File: config.mk
export PLATFORM = sky130hd
export DESIGN_NAME = fixed_to_float_serial
export DESIGN_NICKNAME = d
export VERILOG_FILES = /design/src/rtl/fixed_to_float_serial.sv
export SDC_FILE = /design/constraint.sdc
export NUM_CORES = 1
export LEC_CHECK = 0
export CAP_MARGIN = 20
export CORE_ASPECT_RATIO = 1.4
export CORE_MARGIN = 2
export CORE_UTILIZATION = 56
export DETAILED_ROUTE_END_ITERATION = 10
export PLACE_DENSITY = 0.85
export REMOVE_ABC_BUFFERS = 1
export SYNTH_ARGS = -nofsm -noshare
export SYNTH_HDL_FRONTEND = slang
export SYNTH_SLANG_ARGS = --single-unit
File: constraint.sdc
create_clock -name clk -period 4.1 [get_ports clk]
set_clock_uncertainty 0.2 [all_clocks]
set_input_delay 0.82 -clock clk [delete_from_list [all_inputs] [get_ports clk]]
set_output_delay 0.82 -clock clk [all_outputs]
set_load 0.02 [all_outputs]
File: src/rtl/fixed_to_float_serial.sv
// rtl/fixed_to_float_serial.sv - serial fixed-point to IEEE-754 single converter
module fixed_to_float_serial #(
    parameter int DATA_W = 22,
    parameter int FRAC_W = 20
) (
    input  logic              clk,
    input  logic              reset,
    input  logic              enable,
    input  logic [DATA_W-1:0] data,
    output logic [31:0]       result,
    output logic              done,
    output logic              busy
);

    // Exponent of a value whose leading one sits at bit DATA_W-1 after s shifts.
    localparam int EXP_BASE = 127 + DATA_W - 1 - FRAC_W;

    typedef enum logic {IDLE, NORM} state_t;

    state_t            state;
    logic              enable_q;
    logic              sign;
    logic [DATA_W-1:0] mag;
    logic [4:0]        s;
    logic [DATA_W-1:0] abs_data;
    logic [7:0]        exp_field;
    logic [22:0]       mant;

    // Magnitude of the two's-complement input; the most-negative code maps to 2^(DATA_W-1).
    always_comb begin
        abs_data = data[DATA_W-1] ? ((~data) + DATA_W'(1)) : data;
    end

    // Float fields from the normalised magnitude: hidden one dropped, fraction left-aligned.
    always_comb begin
        exp_field = 8'(EXP_BASE - int'(s));
        mant      = 23'(mag[DATA_W-2:0]) << (24 - DATA_W);
    end

    // Control FSM: capture on an enable rising edge, shift one bit per cycle until normalised.
    always_ff @(posedge clk) begin
        if (reset) begin
            state    <= IDLE;
            result   <= 32'h0000_0000;
            done     <= 1'b0;
            busy     <= 1'b0;
            enable_q <= 1'b0;
            s        <= '0;
            mag      <= '0;
            sign     <= 1'b0;
        end else begin
            enable_q <= enable;
            done     <= 1'b0;
            case (state)
                IDLE: begin
                    if (enable && !enable_q) begin
                        sign  <= data[DATA_W-1];
                        mag   <= abs_data;
                        s     <= '0;
                        state <= NORM;
                        busy  <= 1'b1;
                    end
                end
                NORM: begin
                    if (mag == '0) begin
                        result <= 32'h0000_0000;
                        done   <= 1'b1;
                        busy   <= 1'b0;
                        state  <= IDLE;
                    end else if (mag[DATA_W-1]) begin
                        result <= {sign, exp_field, mant};
                        done   <= 1'b1;
                        busy   <= 1'b0;
                        state  <= IDLE;
                    end else begin
                        mag <= mag << 1;
                        s   <= s + 5'd1;
                    end
                end
                default: begin
                    state <= IDLE;
                    busy  <= 1'b0;
                end
            endcase
        end
    end

endmodule

==> impl_metrics.yaml, run 1 <==
clock_network:
  cts_tree: "yes"
  clkTransAtPathRegs_ns: 0.06
  cts_made_buffers: 9
  clk_latency_ns: 0.34
  cts_num_sinks: 62
  cts_max_path_buffers: 2
  cts_resized: 0
  postCtsSetupRepairBufs: 0
  holdBufCountCts: 0
  cts-root-buf: "clkbuf_8"
  cts_max_level: 3
worst_setup_path:
  cp-end-kind: "flip-flop"
  regToRegStartpoint: "state"
  rr_worst_depth: 6
  regToRegSetupSlack_ns: 1.61
  critPathKind: "input pin to flip-flop"
  cp_slowest_cell: "or4_4"
  required_ns: 4.10
  r2r_end: "mag[20]"
  arrival_ns: 3.14
  crit_path_cell_trace: "clkdlybuf4s50_1 > inv_1 > ha_1 > or4b_4 > or4_4 > and3b_2 > o21ai_1 > a311oi_2"
  slowest_delay_ns: 0.60
  cp_max_fo: 6
  start_kind: "input pin"
placement:
  gp_congestion: 0.896
  placedCellCount: 448
  dpl_cell_area_um2: 3660
  portBuffers: 56
  dp_hpwl_mm: 5.50
grt:
  grt_max_degree: 39
  grt_pass1_wl_mm: 12.3
  grt.total_usage_pct: 26.0
  grt_remaining_overflow: 0
  grt_pass1_vias: 2650
  antenna_found_initial: 0
yosys:
  synth-edff-count: 0
  yosys_register_bits: 62
  syn_area_per_cell_um2: 8.93
  yosysWarnings: 0
  syn-cell-area_um2: 3060
  syn-instance-count: 342
  synthFlopType: "dfxtp_1"
  synth_cell_types: 62
  ys_async_sr_fraction_pct: 0
  yosysSeqAreaShare_pct: 40.6
sta:
  post-route-min-period_ns: 3.13
  hold_viol_final: 0
  drv_slew: 0
  worst_pin_slew_ns: 0.711
  fin_tns_setup_ns: 0
  slew_headroom_pct: 52.1
  max_freq_mhz: 319
  finalCritPeriodShare_pct: 76.5
  finalSetupViolCount: 0
  rsz0062_at_grt: "false"
floorplan:
  die_w_um: 66.4
  dieArea_um2: 6070
  start_util_pct: 58.4
  boundaryPins: 59
  die-height_um: 91.4
  coreArea_um2: 5240
  num_rows: 31
finish:
  final_common_cell: "dfxtp_1"
  final_util_pct: 73.5
  syn_to_final_growth_pct: 26.0
  stdcell_count: 464
  nNetsFinal: 421
  layout-drive-gt1-share_pct: 10.3
  antenna_cells: 0
  design_area_um2: 3850
  final_cell_mix: "dfxtp_1, clkdlybuf4s50_1, nor2_1, a22o_1, nand2_1"
detailed_routing:
  drc: 0
  wire_per_inst_um: 16.3
  drt_iter0_drc: 198
  num_vias: 2788
  postRouteAntennaNets: 0
  wirelength_mm: 7.59
  vias_per_cell: 6.01
  dr.pass1.iters: 4
outcome:
  outcome: "complete, no violations"
job:
  cap_violations: 0
pwr:
  p_leak_nw: 1.39
  power_density_nw_per_um2: 379
  vdd_drop_max_v: 0.000164
min_path:
  min-delay-path-class: "flip-flop to flip-flop"
  min-delay-start: "sign"
  hold_depth: 2
  hold_end: "sign"
## cell usage after synthesis (3+ instances only)
master / n / share of area, %
dfxtp_1: 62 / 41
a22o_1: 26 / 7.5
nand2_1: 26 / 3.2
nor2_1: 26 / 3.2
clkbuf_1: 17 / 2.1
a21oi_1: 16 / 2.6
o21ai_0: 16 / 2.6
xnor2_1: 14 / 4.0
nand2b_1: 7 / 1.4
nand3_1: 7 / 1.1
nor4_1: 7 / 1.4
inv_1: 6 / 0.74
nor3b_1: 6 / 1.5
a211oi_1: 5 / 1.2
a22oi_1: 5 / 1.2
buf_2: 5 / 0.82
mux2i_1: 5 / 1.6
nor2b_1: 5 / 1.0
nor3_1: 4 / 0.66
o211ai_1: 4 / 0.98
o31ai_1: 4 / 0.98
o41ai_1: 4 / 1.1
or3_1: 4 / 0.82
a21o_1: 3 / 0.74
a311oi_1: 3 / 0.86
ha_1: 3 / 1.2
mux2_2: 3 / 1.1
or4_1: 3 / 0.74
## power by group
part / total [mW] / internal, mW / switching, mW
Sequential: 0.685 / 0.641 / 0.0442
Clock: 0.490 / 0.267 / 0.223
Combinational: 0.285 / 0.120 / 0.166
Total: 1.46 / 1.03 / 0.433
## critical path: cells and delay by family
| kind | cells | cell delay (ns) |
|---|---|---|
| AOI/OAI and AO/OA | 2 | 0.26 |
| adders and majority gates | 1 | 0.17 |
| and+or+nand+nor | 3 | 1.33 |
| buffers and inverters | 2 | 0.55 |
## sequential cells by signal, summed over array words and instances (netlist names)
signal    cells
enable_q      1
busy          1
sign          1
state         1
mag          22
result       30
s             5
done          1
## layer usage
layer	vias up	part of all wire [%]	routed length, µm	GRT usage, %
li1	1374	-	-	-
met2	89	51	3890	43.8
met3	16	4.5	345	3.22
met1	1309	42	3170	31.8
met4	0	2.5	188	12.9
met5	-	0	0	0
## metrics by stage
step                power [mW]  hold slack, ns  setup slack (ns)
finish                    1.46           0.267             0.965
global route              1.52           0.291             0.807
CTS                       1.46           0.267             0.980
detailed placement       0.978           0.257             0.618
global placement         0.967           0.244             0.667
floorplan                0.856           0.230             0.708
## cell type report
type / instances / area (µm²)
Clock buffer: 13 / 169
Sequential cell: 62 / 1240
Multi-Input combinational cell: 248 / 1690
Tap cell: 66 / 82.6
Timing Repair Buffer: 64 / 621
Inverter: 8 / 30.0
Fill cell: 390 / 1390
Clock inverter: 3 / 17.5
## cell families (layout without fill, tap and decap cells)
family                   after synthesis  in the layout  share of synthesized area [%]
AO/OA/AOI/OAI                        107            107                           26.2
XOR/XNOR                              14             14                           4.01
adder cells (fa/ha/maj)                3              3                           1.23
buffers and inverters                 33             88                           4.50
flip-flops                            62             62                           40.6
multiplexers                           8              8                           2.74
other                                  1              2                          0.123
AND/OR/NAND/NOR                      114            114                           20.6
## worst max-delay path by stage
stage          slack [ns]    start  endpoint  cells after the start
3_3_place_gp         0.67  data[0]   mag[16]                      8
5_1_grt              0.81  data[6]   mag[17]                      6
6_report             0.97  data[0]   mag[16]                      8
2_1_floorplan        0.71   enable      s[2]                      5
3_5_place_dp         0.62  data[0]   mag[16]                      8
4_1_cts              0.98  data[0]   mag[16]                      8
Note: power is estimated with default switching activity, not from simulation.
==> inputs of run 2 (changes only) <==
--- a/config.mk
+++ b/config.mk
@@ -8,9 +8,9 @@
 export CAP_MARGIN = 20
 export CORE_ASPECT_RATIO = 1.4
 export CORE_MARGIN = 2
-export CORE_UTILIZATION = 56
+export CORE_UTILIZATION = 47
 export DETAILED_ROUTE_END_ITERATION = 10
-export PLACE_DENSITY = 0.85
+export PLACE_DENSITY = 0.76
 export REMOVE_ABC_BUFFERS = 1
 export SYNTH_ARGS = -nofsm -noshare
 export SYNTH_HDL_FRONTEND = slang
==> constraint.sdc (replaced) <==
create_clock -name clk -period 2.55 [get_ports clk]
set_clock_uncertainty 0.2 [all_clocks]
set_input_delay 0.51 -clock clk [delete_from_list [all_inputs] [get_ports clk]]
set_output_delay 0.51 -clock clk [all_outputs]
set_load 0.02 [all_outputs]
==> run 2 against run 1 <==
Global-route usage is 2.4 points lower. First-iteration DRC count down 36%. Non-clock buffer count grew 39. Sequential share of layout area fell by 3.2 points. Clock-buffer cell count down 4. Sequential cell count is the same. Setup slack lost 0.91 ns. Die area grew 18%. Largest cell class unchanged. Largest power group unchanged.
==> impl_metrics.yaml, run 2 (synthesized netlist as in run 1, its figures left out) <==
outcome:
  outcome: "complete, no violations"
floorplan:
  dieArea_um2: 7170
  coreArea_um2: 6250
  die-height_um: 99.4
  boundaryPins: 59
  num_rows: 34
  die_w_um: 72.1
  start_util_pct: 48.9
detailed_routing:
  wire_per_inst_um: 16.0
  drc: 0
  num_vias: 2990
  drt_iter0_drc: 127
  wirelength_mm: 8.13
  vias_per_cell: 5.87
  postRouteAntennaNets: 0
  dr.pass1.iters: 4
finish:
  syn_to_final_growth_pct: 39.7
  final_common_cell: "dfxtp_1"
  stdcell_count: 509
  largest_registers: "result (30), mag (22), s (5)"
  design_area_um2: 4270
  largest_register: "result"
  layout-drive-gt1-share_pct: 21.1
  largest_reg_flops: 30
  final_cell_mix: "dfxtp_1, buf_4, clkdlybuf4s50_1"
  final_util_pct: 68.3
  nNetsFinal: 460
  antenna_cells: 0
min_path:
  min-delay-start: "sign"
  min-delay-path-class: "flip-flop to flip-flop"
  hold_end: "sign"
  hold_depth: 2
sta:
  fin_tns_setup_ns: 0
  finalSetupViolCount: 0
  worst_pin_slew_ns: 0.653
  setup_ws_ns: 0.0517
  finalCritPeriodShare_pct: 98.0
  hold_viol_final: 0
  max_freq_mhz: 400
  timing.hold.ws_ns: 0.266
  post-route-min-period_ns: 2.50
  rsz0062_at_grt: "true"
  slew_headroom_pct: 56.0
  drv_slew: 0
placement:
  place_ws_ns: -0.554
  placedCellCount: 490
  dp_hpwl_mm: 6.18
  gp_congestion: 0.885
  dpl_cell_area_um2: 3950
  portBuffers: 56
clock_network:
  cts_made_buffers: 9
  clk_latency_ns: 0.34
  clkTransAtPathRegs_ns: 0.07
  cts-root-buf: "clkbuf_8"
  holdBufCountCts: 0
  cts_num_sinks: 62
  cts_tree: "yes"
  cts_max_path_buffers: 2
  cts_max_level: 3
grt:
  antenna_found_initial: 0
  grt_max_degree: 20
  grt_remaining_overflow: 0
  grt_pass1_vias: 2919
  grt.total_usage_pct: 23.6
  grt_pass1_wl_mm: 13.4
job:
  cap_violations: 0
pwr:
  power_density_nw_per_um2: 605
  p_int_mw: 1.83
  p_seq_share_pct: 42.6
  power_frac_comb_pct: 20.8
  vdd_drop_max_v: 0.000304
  p_sw_mw: 0.751
  p_leak_nw: 1.66
  p_sw_share_pct: 29.1
  finalPower_mw: 2.58
  clkPwrFrac_pct: 36.6
worst_setup_path:
  cp_max_fo: 5
  critPathKind: "input pin to flip-flop"
  required_ns: 2.60
  regToRegSetupSlack_ns: 0.40
  start_kind: "input pin"
  r2r_end: "mag[10]"
  regToRegStartpoint: "state"
  rr_worst_depth: 6
  cp-end-kind: "flip-flop"
  arrival_ns: 2.55
==> run 2: routing by layer <==
metal  GRT usage, %  up-vias  share of wire [%]
li1               -     1460                  -
met1           26.7     1409                 40
met2           41.1       94                 52
met3           4.46       27                4.3
met4           12.3        0                3.6
met5              0        -                  0
==> run 2: cell type report <==
type | count | area, µm²
clock buffers | 9 | 124
clock inverters | 7 | 97.6
fillers | 518 | 1980
inverters | 8 | 30.0
multi-input cells | 248 | 1750
flip-flops and latches | 62 | 1240
well taps | 72 | 90.1
repair buffers | 103 | 938
==> run 2: critical path, stage by stage <==
cell and delay (ns):
clkdlybuf4s50_1 0.41, buf_4 0.15, or3_4 0.36, or4_4 0.58
mux2i_1 0.21, o21ai_1 0.12, a311oi_2 0.21
==> run 2: power by group through the flow <==
stage                     registers [mW]  clock network, mW  logic, mW
after floorplan                     1.11                  0      0.265
after global placement              1.12                  0      0.511
after detailed placement            1.12                  0      0.521
after CTS                           1.10              0.955      0.528
after global routing                1.11               1.01      0.591
final                               1.10              0.947      0.537
==> run 2: repair_timing <==
item                       in CTS  in global routing
buffers inserted                1                  2
gates resized for setup        16                 11
pin swaps                       6                  6
setup endpoints to repair       7                 11
==> run 2: worst max path at each step <==
stage               slack, ns       to  startpoint  cells after the start
finish                   0.05  mag[20]     data[5]                      7
global route            -0.01  mag[10]     data[1]                      9
CTS                     0.002  mag[12]    data[10]                      7
detailed placement      -0.55  mag[16]     data[1]                      8
global placement        -0.49  mag[16]     data[0]                      8
floorplan               -0.78     s[2]       state                      5
